### src/rtl/streamer_pkg.sv
// streamer_pkg: shared types, defaults and helpers for the multi-channel streamer
// Provides the FSM state type, the default geometry shared with the adder_tree bench,
// and the length mapping that treats 0 as a full-buffer pass.
package streamer_pkg;

    typedef enum logic {IDLE, STREAM} state_t;

    localparam int DEF_NCH = 8;
    localparam int DEF_DEPTH = 32;
    localparam int DEF_W = 8;

    function automatic int unsigned eff_len(input int unsigned len, input int unsigned depth);
        return len == 0 ? depth : len;
    endfunction

endpackage

### src/rtl/streamer_chan_mem.sv
// streamer_chan_mem: one channel's DEPTH x W sample buffer
// Ports: clk, rst (sync clear of every entry), we/waddr/wdata (sync write),
// raddr/rdata (combinational read).
module streamer_chan_mem #(
    parameter int DEPTH = 32,
    parameter int W = 8,
    parameter int AW = $clog2(DEPTH)
) (
    input  logic          clk,
    input  logic          rst,
    input  logic          we,
    input  logic [AW-1:0] waddr,
    input  logic [W-1:0]  wdata,
    input  logic [AW-1:0] raddr,
    output logic [W-1:0]  rdata
);
    logic [W-1:0] mem [DEPTH];

    always_ff @(posedge clk) begin
        if (rst) for (int i = 0; i < DEPTH; i++) mem[i] <= '0;
        else if (we) mem[waddr] <= wdata;
    end

    assign rdata = mem[raddr];

endmodule

### src/rtl/multi_channel_streamer.sv
// multi_channel_streamer: replays NCH per-channel buffers as a lock-step valid/ready stream
// Ports: clk, rst (sync, active-high); wr_en/wr_ch/wr_addr/wr_data load buffers while idle;
// start/abort/loop_mode/length control a pass; out_valid/out_ready/out_data/out_idx carry
// one beat of NCH samples; busy flags streaming; done pulses at the end of a one-shot pass.
module multi_channel_streamer import streamer_pkg::*; #(
    parameter int NCH = DEF_NCH,
    parameter int DEPTH = DEF_DEPTH,
    parameter int W = DEF_W,
    parameter int AW = $clog2(DEPTH),
    parameter int CW = NCH > 1 ? $clog2(NCH) : 1
) (
    input  logic           clk,
    input  logic           rst,
    input  logic           wr_en,
    input  logic [CW-1:0]  wr_ch,
    input  logic [AW-1:0]  wr_addr,
    input  logic [W-1:0]   wr_data,
    input  logic           start,
    input  logic           abort,
    input  logic           loop_mode,
    input  logic [AW:0]    length,
    output logic           out_valid,
    input  logic           out_ready,
    output logic [NCH*W-1:0] out_data,
    output logic [AW-1:0]  out_idx,
    output logic           busy,
    output logic           done
);
    state_t state, state_n;
    logic [AW-1:0] ptr, ptr_n;
    logic [AW:0] len_r;
    logic loop_r, valid_n, done_n, load, hs, last;
    logic [NCH*W-1:0] rd;

    // Reads follow ptr_n so the output register captures the entry it is about to present.
    for (genvar c = 0; c < NCH; c++) begin : g_ch
        streamer_chan_mem #(.DEPTH(DEPTH), .W(W), .AW(AW)) u_mem (
            .clk(clk),
            .rst(rst),
            .we(wr_en && state == IDLE && wr_ch == CW'(c)),
            .waddr(wr_addr),
            .wdata(wr_data),
            .raddr(ptr_n),
            .rdata(rd[c*W +: W])
        );
    end

    // The first STREAM cycle primes the output register, so a write landing with start
    // is already in the buffer when beat 0 is captured.
    always_comb begin
        hs = out_valid & out_ready;
        last = {1'b0, ptr} == len_r - (AW+1)'(1);
        state_n = state;
        ptr_n = ptr;
        valid_n = out_valid;
        done_n = 1'b0;
        load = 1'b0;
        if (state == IDLE) begin
            if (start) begin
                state_n = STREAM;
                ptr_n = '0;
            end
        end else if (abort) begin
            state_n = IDLE;
            valid_n = 1'b0;
        end else if (!out_valid) begin
            valid_n = 1'b1;
            load = 1'b1;
        end else if (hs) begin
            if (!last) begin
                ptr_n = ptr + AW'(1);
                load = 1'b1;
            end else if (loop_r) begin
                ptr_n = '0;
                load = 1'b1;
            end else begin
                state_n = IDLE;
                valid_n = 1'b0;
                done_n = 1'b1;
            end
        end
    end

    always_ff @(posedge clk) begin
        if (rst) begin
            state <= IDLE;
            ptr <= '0;
            len_r <= '0;
            loop_r <= 1'b0;
            out_valid <= 1'b0;
            out_data <= '0;
            done <= 1'b0;
        end else begin
            state <= state_n;
            ptr <= ptr_n;
            out_valid <= valid_n;
            done <= done_n;
            if (state == IDLE && start) begin
                len_r <= (AW+1)'(eff_len(32'(length), DEPTH));
                loop_r <= loop_mode;
            end
            if (load) out_data <= rd;
        end
    end

    assign out_idx = ptr;
    assign busy = state == STREAM;

endmodule

### config.mk
export PLATFORM = sky130hd
export DESIGN_NAME = multi_channel_streamer
export DESIGN_NICKNAME = d
export VERILOG_FILES = /design/src/rtl/streamer_pkg.sv /design/src/rtl/streamer_chan_mem.sv /design/src/rtl/multi_channel_streamer.sv
export SDC_FILE = /design/constraint.sdc
export NUM_CORES = 2
export LEC_CHECK = 0
export CAP_MARGIN = 20
export CORE_ASPECT_RATIO = 0.75
export CORE_UTILIZATION = 25
export DETAILED_ROUTE_END_ITERATION = 6
export GPL_ROUTABILITY_DRIVEN = 0
export SLEW_MARGIN = 20
export SYNTH_ARGS = -nofsm -noshare
export SYNTH_HDL_FRONTEND = slang
export SYNTH_HIERARCHICAL = 1
export SYNTH_SLANG_ARGS = --single-unit
### constraint.sdc
create_clock -name clk -period 6.05 [get_ports clk]
set_clock_uncertainty 0.15 [all_clocks]
set_input_delay 1.21 -clock clk [delete_from_list [all_inputs] [get_ports clk]]
set_output_delay 1.21 -clock clk [all_outputs]
set_load 0.01 [all_outputs]
==> flow_summary.yaml <==
synthesis:
  synthesis.nets: 6243
  yosys-top-cells-area: "edfxtp_1 62%, mux4_2 15%, and2_1 13%"
  synth_top_area_share: 0.625
  synth_edf_count: 2048
  ys_ff_latch: 2127
  postSynthCellCount: 6212
  ys_types: 48
  syn-cell-area_sq_um: 98500
  yosysTopAreaCell: "edfxtp_1"
  yosysWarnings: 6
  ys_seq_area_frac: 0.641
  ys_async_sr_fraction: 0
  ys.flop_type: "edfxtp_1"
  avgSynthCellArea_sq_um: 15.9
cts:
  root_buffer: "clkbuf_16"
  clk_path_buf_depth: 4
  clock_latency_ns: 0.86
  cts_sinks: 2127
  cts_tree: "built"
  cts_buffers: 227
  cts_resized: 0
  post_cts_buffers: 0
  htreeDepth: 4
  cts_hold_buffers: 0
  cts.clk_slew.worst_paths_ns: 0.06
floorplanning:
  core_sq_um: 392000
  num_rows: 199
  die_area_sq_um: 396000
  fp.dieH_um: 546
  initial_core_util: 0.251
  ioPinCount: 101
  die_w_um: 727
finish:
  nets: 6411
  mostFrequentLayoutCells: "2048 x and2_1, 2048 x edfxtp_1, 640 x mux4_2"
  drive_above_1_share: 0.244
  syn2layout_area_growth_pct: 15.8
  fillerInstances: 38696
sta:
  rsz0062_at_grt: "false"
  drv_slew: 0
  hold_viol_final: 0
  period_needed_ns: 4.70
  period_share: 0.777
  slew_headroom: 0.235
  setup_tns_ns: 0
  setup_viol: 0
  fmax_mhz: 213
  worst_pin_slew_ns: 1.15
setup_path:
  regToRegSetupSlack_ns: 1.35
  crit_path_end_kind: "flip-flop"
  path_max_fanout: 39
  crit_required_ns: 6.60
  r2r-end: "out_data[4]"
  path_class: "flip-flop to flip-flop"
  worstSetupStartpointType: "flip-flop"
  worstPathArrival_ns: 5.25
  rr_startpoint: "len_r[0]"
  rr_worst_depth: 16
global_route:
  grt_max_degree: 153
  antenna_found_initial: 16
  grt_usage: 0.127
  grt_overflow: 0
  grt_pass1_wl_um: 381000
  grt_pass1_vias: 53701
place:
  portBuffers: 100
  dp_hpwl_um: 166000
hold_path:
  hold_path_depth: 2
  min_to: "out_data[59]"
  hold_class: "flip-flop to flip-flop"
  hp-start: "out_data[59]"
pwr:
  p_total_w: 0.0331
  ir_worst_vdd_v: 0.000224
  leakagePower_nw: 38.7
  power_density_nw_per_um2: 290
route:
  drc: 0
  vias: 53348
  wl_per_cell_um: 22.0
  drt_wl_total_um: 259000
  ant_nets: 0
  detail_route.iter0.violations: 5318
  dr.pass1.iters: 6
  detail_route.vias_per_cell: 4.52
job:
  drv_cap: 0
outcome:
  outcome: "completed"
-- area by class of cell --
type	instances	area [sq um]	share of cell area
timing repair buffer	358	3430	0.0301
clock inverter	145	1560	0.0137
multi-input combinational	3661	33500	0.294
inverter	5	18.8	0.000165
antenna	4	10.0	0.0000878
clock buffer	264	5870	0.0515
sequential	2127	63100	0.553
tap	5226	6540	0.0574
-- per-layer routing --
| layer | wire (um) | global-route usage | up-vias |
|---|---|---|---|
| met5 | 45 | 0 | - |
| met1 | 116000 | 0.184 | 27801 |
| met2 | 115000 | 0.192 | 1973 |
| li1 | - | - | 23266 |
| met4 | 6090 | 0.0303 | 8 |
| met3 | 22200 | 0.0308 | 300 |
-- cell families after synthesis --
group / count (synthesis) / synth area share
AOI/OAI and AO/OA: 31 / 0.00229
xor gates and xnor gates: 6 / 0.000534
adders and majority gates: 2 / 0.000254
buffers and inverters: 424 / 0.0199
DFF: 2127 / 0.641
muxes: 769 / 0.160
and+or+nand+nor: 2853 / 0.176
-- flip-flops by register name (all words and copies together), names as in the netlist --
register        count
busy                1
done                1
g_ch.u_mem/mem   2048
len_r               6
loop_r              1
out_data           64
out_idx             5
out_valid           1
-- per-stage QoR --
step	instance area [sq um]	utilization	std cells	worst slack (ns)	hold slack, ns
6_report	114000	0.291	11790	1.35	0.324
5_1_grt	114000	0.291	11787	1.10	0.346
4_1_cts	114000	0.291	11786	1.31	0.326
3_5_place_dp	107000	0.272	11377	0.740	0.318
3_3_place_gp	107000	0.272	11377	0.637	0.319
2_1_floorplan	98500	-	6212	1.67	0.321
-- worst max-delay path by stage --
| stage | start | end |
|---|---|---|
| after floorplan | out_ready | out_data[1] |
| after global placement | out_ready | out_data[2] |
| after detailed placement | out_ready | out_data[4] |
| after CTS | len_r[0] | out_data[4] |
| after global routing | len_r[0] | out_data[8] |
| final | len_r[0] | out_data[4] |
-- report_power, final --
part           switching (W)  total (W)  internal (W)
logic                0.00124    0.00212      0.000878
registers           0.000218     0.0169        0.0166
clock network        0.00580     0.0141       0.00831
total                0.00725     0.0331        0.0258
-- worst max-delay path, cell delays in order (launching register included) --
cell and delay [ns]:
dfxtp_1 0.44, inv_1 0.08, ha_1 0.25, xnor2_1 0.15, a21o_1 0.22, o21ai_4 0.18, a311o_2 0.28, nand2_1 0.12
a31oi_4 0.21, buf_12 0.19, buf_12 0.29, buf_12 0.34, mux4_2 0.61, mux4_2 0.54, mux2_2 0.29, nand2b_1 0.07
mux2i_1 0.06
-- synthesized netlist by cell type (all sizes together), types with 2 or more instances --
| cell | n |
|---|---|
| nor2 | 271 |
| xnor2 | 2 |
| and2 | 2048 |
| a31oi | 7 |
| mux2 | 64 |
| a21oi | 12 |
| nand2b | 133 |
| nor3b | 2 |
| nor3 | 6 |
| dfxtp | 79 |
| or3 | 8 |
| buf | 118 |
| or3b | 25 |
| nand3 | 18 |
| edfxtp | 2048 |
| inv | 5 |
| or4b | 8 |
| mux2i | 65 |
| nor4 | 2 |
| nand4b | 9 |
| a21o | 3 |
| or2 | 256 |
| ha | 2 |
| mux4 | 640 |
| clkbuf | 301 |
| nand4bb | 16 |
| xor2 | 4 |
| nand3b | 27 |
| nand2 | 20 |
Note: power is estimated with default switching activity, not from simulation.
